--- config.mk ---
export PLATFORM = sky130hd
export DESIGN_NAME = bk_multicycle_adder
export DESIGN_NICKNAME = d
export VERILOG_FILES = /design/src/rtl/bk_multicycle_adder_pkg.sv /design/src/rtl/bk_multicycle_adder_core.sv /design/src/rtl/bk_multicycle_adder.sv
export SDC_FILE = /design/constraint.sdc
export NUM_CORES = 2
export LEC_CHECK = 0
export CAP_MARGIN = 40
export CORE_MARGIN = 2
export CORE_UTILIZATION = 40
export CTS_BUF_LIST = sky130_fd_sc_hd__clkbuf_2 sky130_fd_sc_hd__clkbuf_4 sky130_fd_sc_hd__clkbuf_8
export CTS_CLUSTER_DIAMETER = 30
export DETAILED_ROUTE_END_ITERATION = 8
export SYNTH_ARGS = -nofsm -noshare
export SYNTH_HDL_FRONTEND = slang
export SYNTH_SLANG_ARGS = --single-unit
export TNS_END_PERCENT = 100
--- constraint.sdc ---
create_clock -name clk -period 80.3 [get_ports clk]
set_clock_uncertainty 0.2 [all_clocks]
set_input_delay 12.045 -clock clk [delete_from_list [all_inputs] [get_ports clk]]
set_output_delay 12.045 -clock clk [all_outputs]
set_load 0.01 [all_outputs]
--- src/rtl/bk_multicycle_adder_pkg.sv ---
// Shared types, default sizing and parameter-legality helpers for the multicycle
// Brent-Kung adder.
package bk_multicycle_adder_pkg;

   typedef enum logic [1:0] {
      StIdle,
      StRun,
      StDone
   } state_e;

   localparam int unsigned WIDTH_DEF = 256;
   localparam int unsigned CHUNK_DEF = 64;

   function automatic int unsigned nchunk(input int unsigned width, input int unsigned chunk);
      return width / chunk;
   endfunction

   function automatic int unsigned cnt_width(input int unsigned width, input int unsigned chunk);
      int unsigned n;
      n = width / chunk;
      return (n > 1) ? $clog2(n) : 1;
   endfunction

   // Legal when WIDTH splits evenly into at least two power-of-two chunks of >= 4 bits.
   function automatic bit params_ok(input int unsigned width, input int unsigned chunk);
      return (chunk >= 4) && ((chunk & (chunk - 1)) == 0) && ((width % chunk) == 0) &&
             ((width / chunk) >= 2);
   endfunction

   localparam int unsigned NCHUNK = nchunk(WIDTH_DEF, CHUNK_DEF);
   localparam int unsigned CNT_W  = cnt_width(WIDTH_DEF, CHUNK_DEF);

endpackage

--- src/rtl/bk_multicycle_adder_core.sv ---
// Purely combinational BITS-wide Brent-Kung parallel-prefix adder with carry in/out.
module bk_multicycle_adder_core #(
   parameter int unsigned BITS = 64
) (
   input  logic [BITS-1:0] a_i,
   input  logic [BITS-1:0] b_i,
   input  logic            cin_i,
   output logic [BITS-1:0] sum_o,
   output logic            cout_o
);

   localparam int Bits = int'(BITS);

   logic [BITS-1:0] prop;
   logic [BITS:0]   carry;

   always_comb begin : p_prefix
      logic [BITS-1:0] gg;
      logic [BITS-1:0] pp;
      prop = a_i ^ b_i;
      gg   = a_i & b_i;
      pp   = prop;
      // Up-sweep builds power-of-two group terms, down-sweep fills in the remaining prefixes.
      for (int d = 1; d < Bits; d = d * 2) begin
         for (int i = 2 * d - 1; i < Bits; i = i + 2 * d) begin
            gg[i] = gg[i] | (pp[i] & gg[i-d]);
            pp[i] = pp[i] & pp[i-d];
         end
      end
      for (int d = Bits / 4; d >= 1; d = d / 2) begin
         for (int i = 3 * d - 1; i < Bits; i = i + 2 * d) begin
            gg[i] = gg[i] | (pp[i] & gg[i-d]);
            pp[i] = pp[i] & pp[i-d];
         end
      end
      carry    = '0;
      carry[0] = cin_i;
      for (int i = 0; i < Bits; i++) begin
         carry[i+1] = gg[i] | (pp[i] & cin_i);
      end
   end

   assign sum_o  = prop ^ carry[BITS-1:0];
   assign cout_o = carry[BITS];

endmodule

--- src/rtl/bk_multicycle_adder.sv ---
// WIDTH-bit add/sub computed CHUNK bits per cycle on one shared Brent-Kung core,
// with the chunk carry registered between cycles and valid/ready on both sides.
module bk_multicycle_adder
   import bk_multicycle_adder_pkg::*;
#(
   parameter int unsigned WIDTH = WIDTH_DEF,
   parameter int unsigned CHUNK = CHUNK_DEF
) (
   input  logic             clk,
   input  logic             rst,
   input  logic             in_valid,
   output logic             in_ready,
   input  logic [WIDTH-1:0] a,
   input  logic [WIDTH-1:0] b,
   input  logic             cin,
   input  logic             sub,
   output logic             out_valid,
   input  logic             out_ready,
   output logic [WIDTH-1:0] sum,
   output logic             cout,
   output logic             ovf
);

   localparam int unsigned NumChunks = nchunk(WIDTH, CHUNK);
   localparam int unsigned CntW      = cnt_width(WIDTH, CHUNK);

   if (!params_ok(WIDTH, CHUNK)) begin : g_param_check
      $error("bk_multicycle_adder: illegal WIDTH/CHUNK combination");
   end

   state_e           state_q, state_d;
   logic [WIDTH-1:0] a_q, a_d;
   logic [WIDTH-1:0] b_q, b_d;
   logic [WIDTH-1:0] sum_q, sum_d;
   logic             carry_q, carry_d;
   logic             cout_q, cout_d;
   logic             ovf_q, ovf_d;
   logic [CntW-1:0]  cnt_q, cnt_d;

   logic [CHUNK-1:0] core_sum;
   logic             core_cout;

   bk_multicycle_adder_core #(
      .BITS (CHUNK)
   ) u_core (
      .a_i    (a_q[CHUNK-1:0]),
      .b_i    (b_q[CHUNK-1:0]),
      .cin_i  (carry_q),
      .sum_o  (core_sum),
      .cout_o (core_cout)
   );

   always_comb begin
      state_d = state_q;
      a_d     = a_q;
      b_d     = b_q;
      sum_d   = sum_q;
      carry_d = carry_q;
      cout_d  = cout_q;
      ovf_d   = ovf_q;
      cnt_d   = cnt_q;
      unique case (state_q)
         StIdle: begin
            if (in_valid) begin
               a_d     = a;
               b_d     = sub ? ~b : b;
               carry_d = sub ? 1'b1 : cin;
               cnt_d   = '0;
               state_d = StRun;
            end
         end
         StRun: begin
            a_d     = a_q >> CHUNK;
            b_d     = b_q >> CHUNK;
            sum_d   = {core_sum, sum_q[WIDTH-1:CHUNK]};
            carry_d = core_cout;
            if (cnt_q == CntW'(NumChunks - 1)) begin
               cout_d  = core_cout;
               // Sum bit XOR operand bits recovers the carry into the MSB.
               ovf_d   = core_cout ^ (core_sum[CHUNK-1] ^ a_q[CHUNK-1] ^ b_q[CHUNK-1]);
               state_d = StDone;
            end else begin
               cnt_d = cnt_q + CntW'(1);
            end
         end
         StDone: begin
            if (out_ready) begin
               state_d = StIdle;
            end
         end
         default: state_d = StIdle;
      endcase
   end

   always_ff @(posedge clk or posedge rst) begin
      if (rst) begin
         state_q <= StIdle;
         a_q     <= '0;
         b_q     <= '0;
         sum_q   <= '0;
         carry_q <= 1'b0;
         cout_q  <= 1'b0;
         ovf_q   <= 1'b0;
         cnt_q   <= '0;
      end else begin
         state_q <= state_d;
         a_q     <= a_d;
         b_q     <= b_d;
         sum_q   <= sum_d;
         carry_q <= carry_d;
         cout_q  <= cout_d;
         ovf_q   <= ovf_d;
         cnt_q   <= cnt_d;
      end
   end

   assign in_ready  = (state_q == StIdle);
   assign out_valid = (state_q == StDone);
   assign sum       = sum_q;
   assign cout      = cout_q;
   assign ovf       = ovf_q;

endmodule

==> flow_metrics.tcl <==
set metrics [dict create \
    placed_wire_length_estimate_mm 94.1 \
    maxSlewHeadroom_pct 29.7 \
    timing_max_transition_violations_final 0 \
    wire_per_inst_um 21.6 \
    boundaryPins 778 \
    initial_cell_density_of_the_core_pct 40.4 \
    endpoint "out_valid" \
    setup-violations-final 0 \
    grt_pass1_vias 31124 \
    power_mw 2.24 \
    ctsRootBufferMaster "clkbuf_8" \
    first_pass_drt_iterations 7 \
    cts.sinks 775 \
    critical-path-max-stage-delay_ps 950 \
    power_per_cell_area_nw_per_um2 43.8 \
    hold_path_class "register to register" \
    static-leakage-power_nw 22.7 \
    detail_route.drc_violations 0 \
    die_w_um 311 \
    synth_async_sr_flop_share_pct 100 \
    post-synth-top-count-cell "nand2_1" \
    overflow 0 \
    numPortBuffers 777 \
    postRouteAntennaNets 0 \
    synth_edf_count 0 \
    pre_cts_slack_ps 64970 \
    cts_resized 0 \
    grt_start_max_net_pins 248 \
    netlist_area_um2 37800 \
    cts_post_setup_buffers_inserted 0 \
    cts_tree "yes" \
    die_area_um2 96900 \
    post-route-min-period_ps 14910 \
    max-cap-violations 0 \
    grt_pass1_wl_mm 197 \
    critical_path.slowest_cell "dfrtp_4" \
    timing.final.hold_violations 0 \
    core_area_um2 93500 \
    yosys_register_bits 775 \
    yosys_warnings 0 \
    syn_to_final_growth_pct 35.4 \
    wl_mm 132 \
    cts_max_level 4 \
    tightestPinTransition_ps 1050 \
    placedInstanceArea_um2 46800 \
    worstPathMaxFanout 71 \
    critPathBufInv 1 \
    synth_top_area_share_pct 51.3 \
    rsz0062_at_grt "false" \
    detailedRoute.firstIterationViolations 2253 \
    global_route.usage.total_pct 26.8 \
    most_frequently_used_flop_master_after_synthesis "dfrtp_1" \
    clkLatencyLatePin_ps 850 \
    antenna_found_initial 52 \
    floorplan.die.height_um 311 \
    reg2reg_from "state_q[0]$_DFFE_PP0P_" \
    gpl.final_weighted_congestion 0.855 \
    post_synth_num_cell_types 65 \
    cts-root-to-sink-buffers 3 \
    worst_ep_required_time_ps 68060 \
    via_per_inst 5.10 \
    crit_chain "nor2b_1, clkdlybuf4s50_1" \
    holdBufCountCts 0 \
    syn-instance-count 3969 \
    design_area_um2 51200 \
    path_class "register to primary output" \
    synth_seq_area_share_pct 51.3 \
    post_synth.cell_area_avg_um2 9.52 \
    outcome "completed" \
    synth_nets 4553 \
    timing.critical_path.from_type "register" \
    rr_endpoint "a_q[129]$_DFFE_PP0P_" \
    fin_setup_tns_ps 0 \
    final_min_period_over_clock_period_pct 18.6 \
    worst_path_dominant_cell_family "flip-flops" \
    endpoint_kind "primary output" \
    clkSlewWorstSetupHoldPaths_ps 60 \
    final.setup.worst_slack_ps 65390 \
    final_layout_size_suffix_gt1_share_pct 8.66 \
    worst-endpoint-arrival_ps 2660 \
    fin_worst_hold_slack_ps 269 \
    highest_clock_rate_ghz 0.0671 \
    crit_path_launch "state_q[1]$_DFFE_PP0P_" \
    num-nets-final 5257 \
    worst-r2r-cell-count 5 \
    placementRows 112 \
    cts_inserted_buffers 183 \
    ff2ff_setup_slack_ps 76530 \
    synth_commonest_cells "935 x nand2_1, 775 x dfrtp_1, 429 x a21oi_1" \
    vdd.ir_drop.worst_uv 27.5 \
    critical_path_cell_count 2 \
    via_count 31137 \
    post-synth-top-area-cell "dfrtp_1" \
    synth_area_leaders "dfrtp_1 51%, nand2_1 9.3%, xnor2_1 6.7%" \
]
==> through the flow <==
stage | instances | utilization, %
2_1_floorplan | 3969 | -
3_3_place_gp | 5726 | 49.6
3_5_place_dp | 5742 | 50.0
4_1_cts | 6072 | 54.7
5_1_grt | 6097 | 54.7
6_report | 6100 | 54.7
==> sequential cells by signal, indices dropped and copies added (netlist names) <==
signal,flops
a_q,256
b_q,256
sum,256
cnt_q,2
state_q,2
carry_q,1
cout,1
ovf,1
==> report_power, final <==
part	internal [mW]	leakage (nW)	switching, mW
combinational	0.432	10.8	0.551
clock	0.341	2.24	0.196
sequential	0.571	9.67	0.146
total	1.34	22.7	0.894
==> routing by layer <==
metal  global-route usage, %  wire, um  vias up
met4                    10.4      4050       44
met2                    43.8     63600      835
met5                       0       274        -
li1                        -         -    15062
met3                    6.47      7640      254
met1                    34.4     56100    14942
==> kinds of logic (layout without fill, tap and decap cells) <==
| family | after synthesis | count (layout) | share of synthesized area [%] |
|---|---|---|---|
| AO/OA/AOI/OAI | 1082 | 1082 | 17.6 |
| XOR/XNOR | 304 | 304 | 7.05 |
| adder cells (fa/ha/maj) | 66 | 66 | 2.21 |
| buffers and inverters | 327 | 1176 | 3.25 |
| flip-flops | 775 | 775 | 51.3 |
| multiplexers | 2 | 2 | 0.0563 |
| other | 0 | 28 | 0 |
| AND/OR/NAND/NOR | 1413 | 1413 | 18.5 |
==> worst min-delay path by stage <==
| stage | startpoint | slack (ps) | endpoint | cells after the start |
|---|---|---|---|---|
| finish | sum[31]$_DFFE_PP0P_ | 270 | sum[31]$_DFFE_PP0P_ | 2 |
| global route | b_q[247]$_DFFE_PP0P_ | 290 | b_q[247]$_DFFE_PP0P_ | 2 |
| CTS | sum[34]$_DFFE_PP0P_ | 280 | sum[34]$_DFFE_PP0P_ | 2 |
| detailed placement | sum[21]$_DFFE_PP0P_ | 260 | sum[21]$_DFFE_PP0P_ | 2 |
| global placement | sum[21]$_DFFE_PP0P_ | 260 | sum[21]$_DFFE_PP0P_ | 2 |
| floorplan | a_q[100]$_DFFE_PP0P_ | 250 | a_q[100]$_DFFE_PP0P_ | 2 |
==> final cells by class <==
| cell class | count | area, um2 |
|---|---|---|
| fill | 8628 | 42300 |
| antenna | 28 | 70.1 |
| tap | 1254 | 1570 |
| inverter | 20 | 82.6 |
| timing repair buffer | 826 | 8510 |
| clock inverter | 81 | 1130 |
| clock buffer | 249 | 3210 |
| sequential | 775 | 19400 |
| multi-input combinational | 2867 | 17200 |
==> cells in the final DEF, fill, tap and decap left out, types with 5 or more instances in the layout <==
| cell type | n |
|---|---|
| nand2_1 | 934 |
| clkdlybuf4s50_1 | 775 |
| dfrtp_1 | 773 |
| a21oi_1 | 429 |
| o21ai_0 | 313 |
| xnor2_1 | 289 |
| clkbuf_8 | 215 |
| nor2b_1 | 196 |
| and3b_1 | 192 |
| o22a_1 | 192 |
| a22o_1 | 65 |
| ha_1 | 65 |
| clkbuf_4 | 34 |
| clkinv_2 | 32 |
| buf_4 | 29 |
| diode_2 | 28 |
| bufinv_16 | 25 |
| nor2_1 | 19 |
| inv_1 | 19 |
| xor2_1 | 15 |
| nand4_1 | 14 |
| clkinvlp_4 | 13 |
| buf_16 | 13 |
| nor3_1 | 11 |
| o21ai_1 | 10 |
| o31ai_1 | 10 |
| o21bai_1 | 9 |
| o21a_1 | 8 |
| a21o_1 | 8 |
| buf_12 | 8 |
| nand3_1 | 6 |
| nand2b_1 | 5 |
| nor3b_1 | 5 |
==> worst min-delay path, delay by kind of cell (launching register included) <==
kind / cells / cell delay, ps
flops: 1 / 340
simple gates: 2 / 100
No activity file was read; power rests on OpenSTA's default activity.
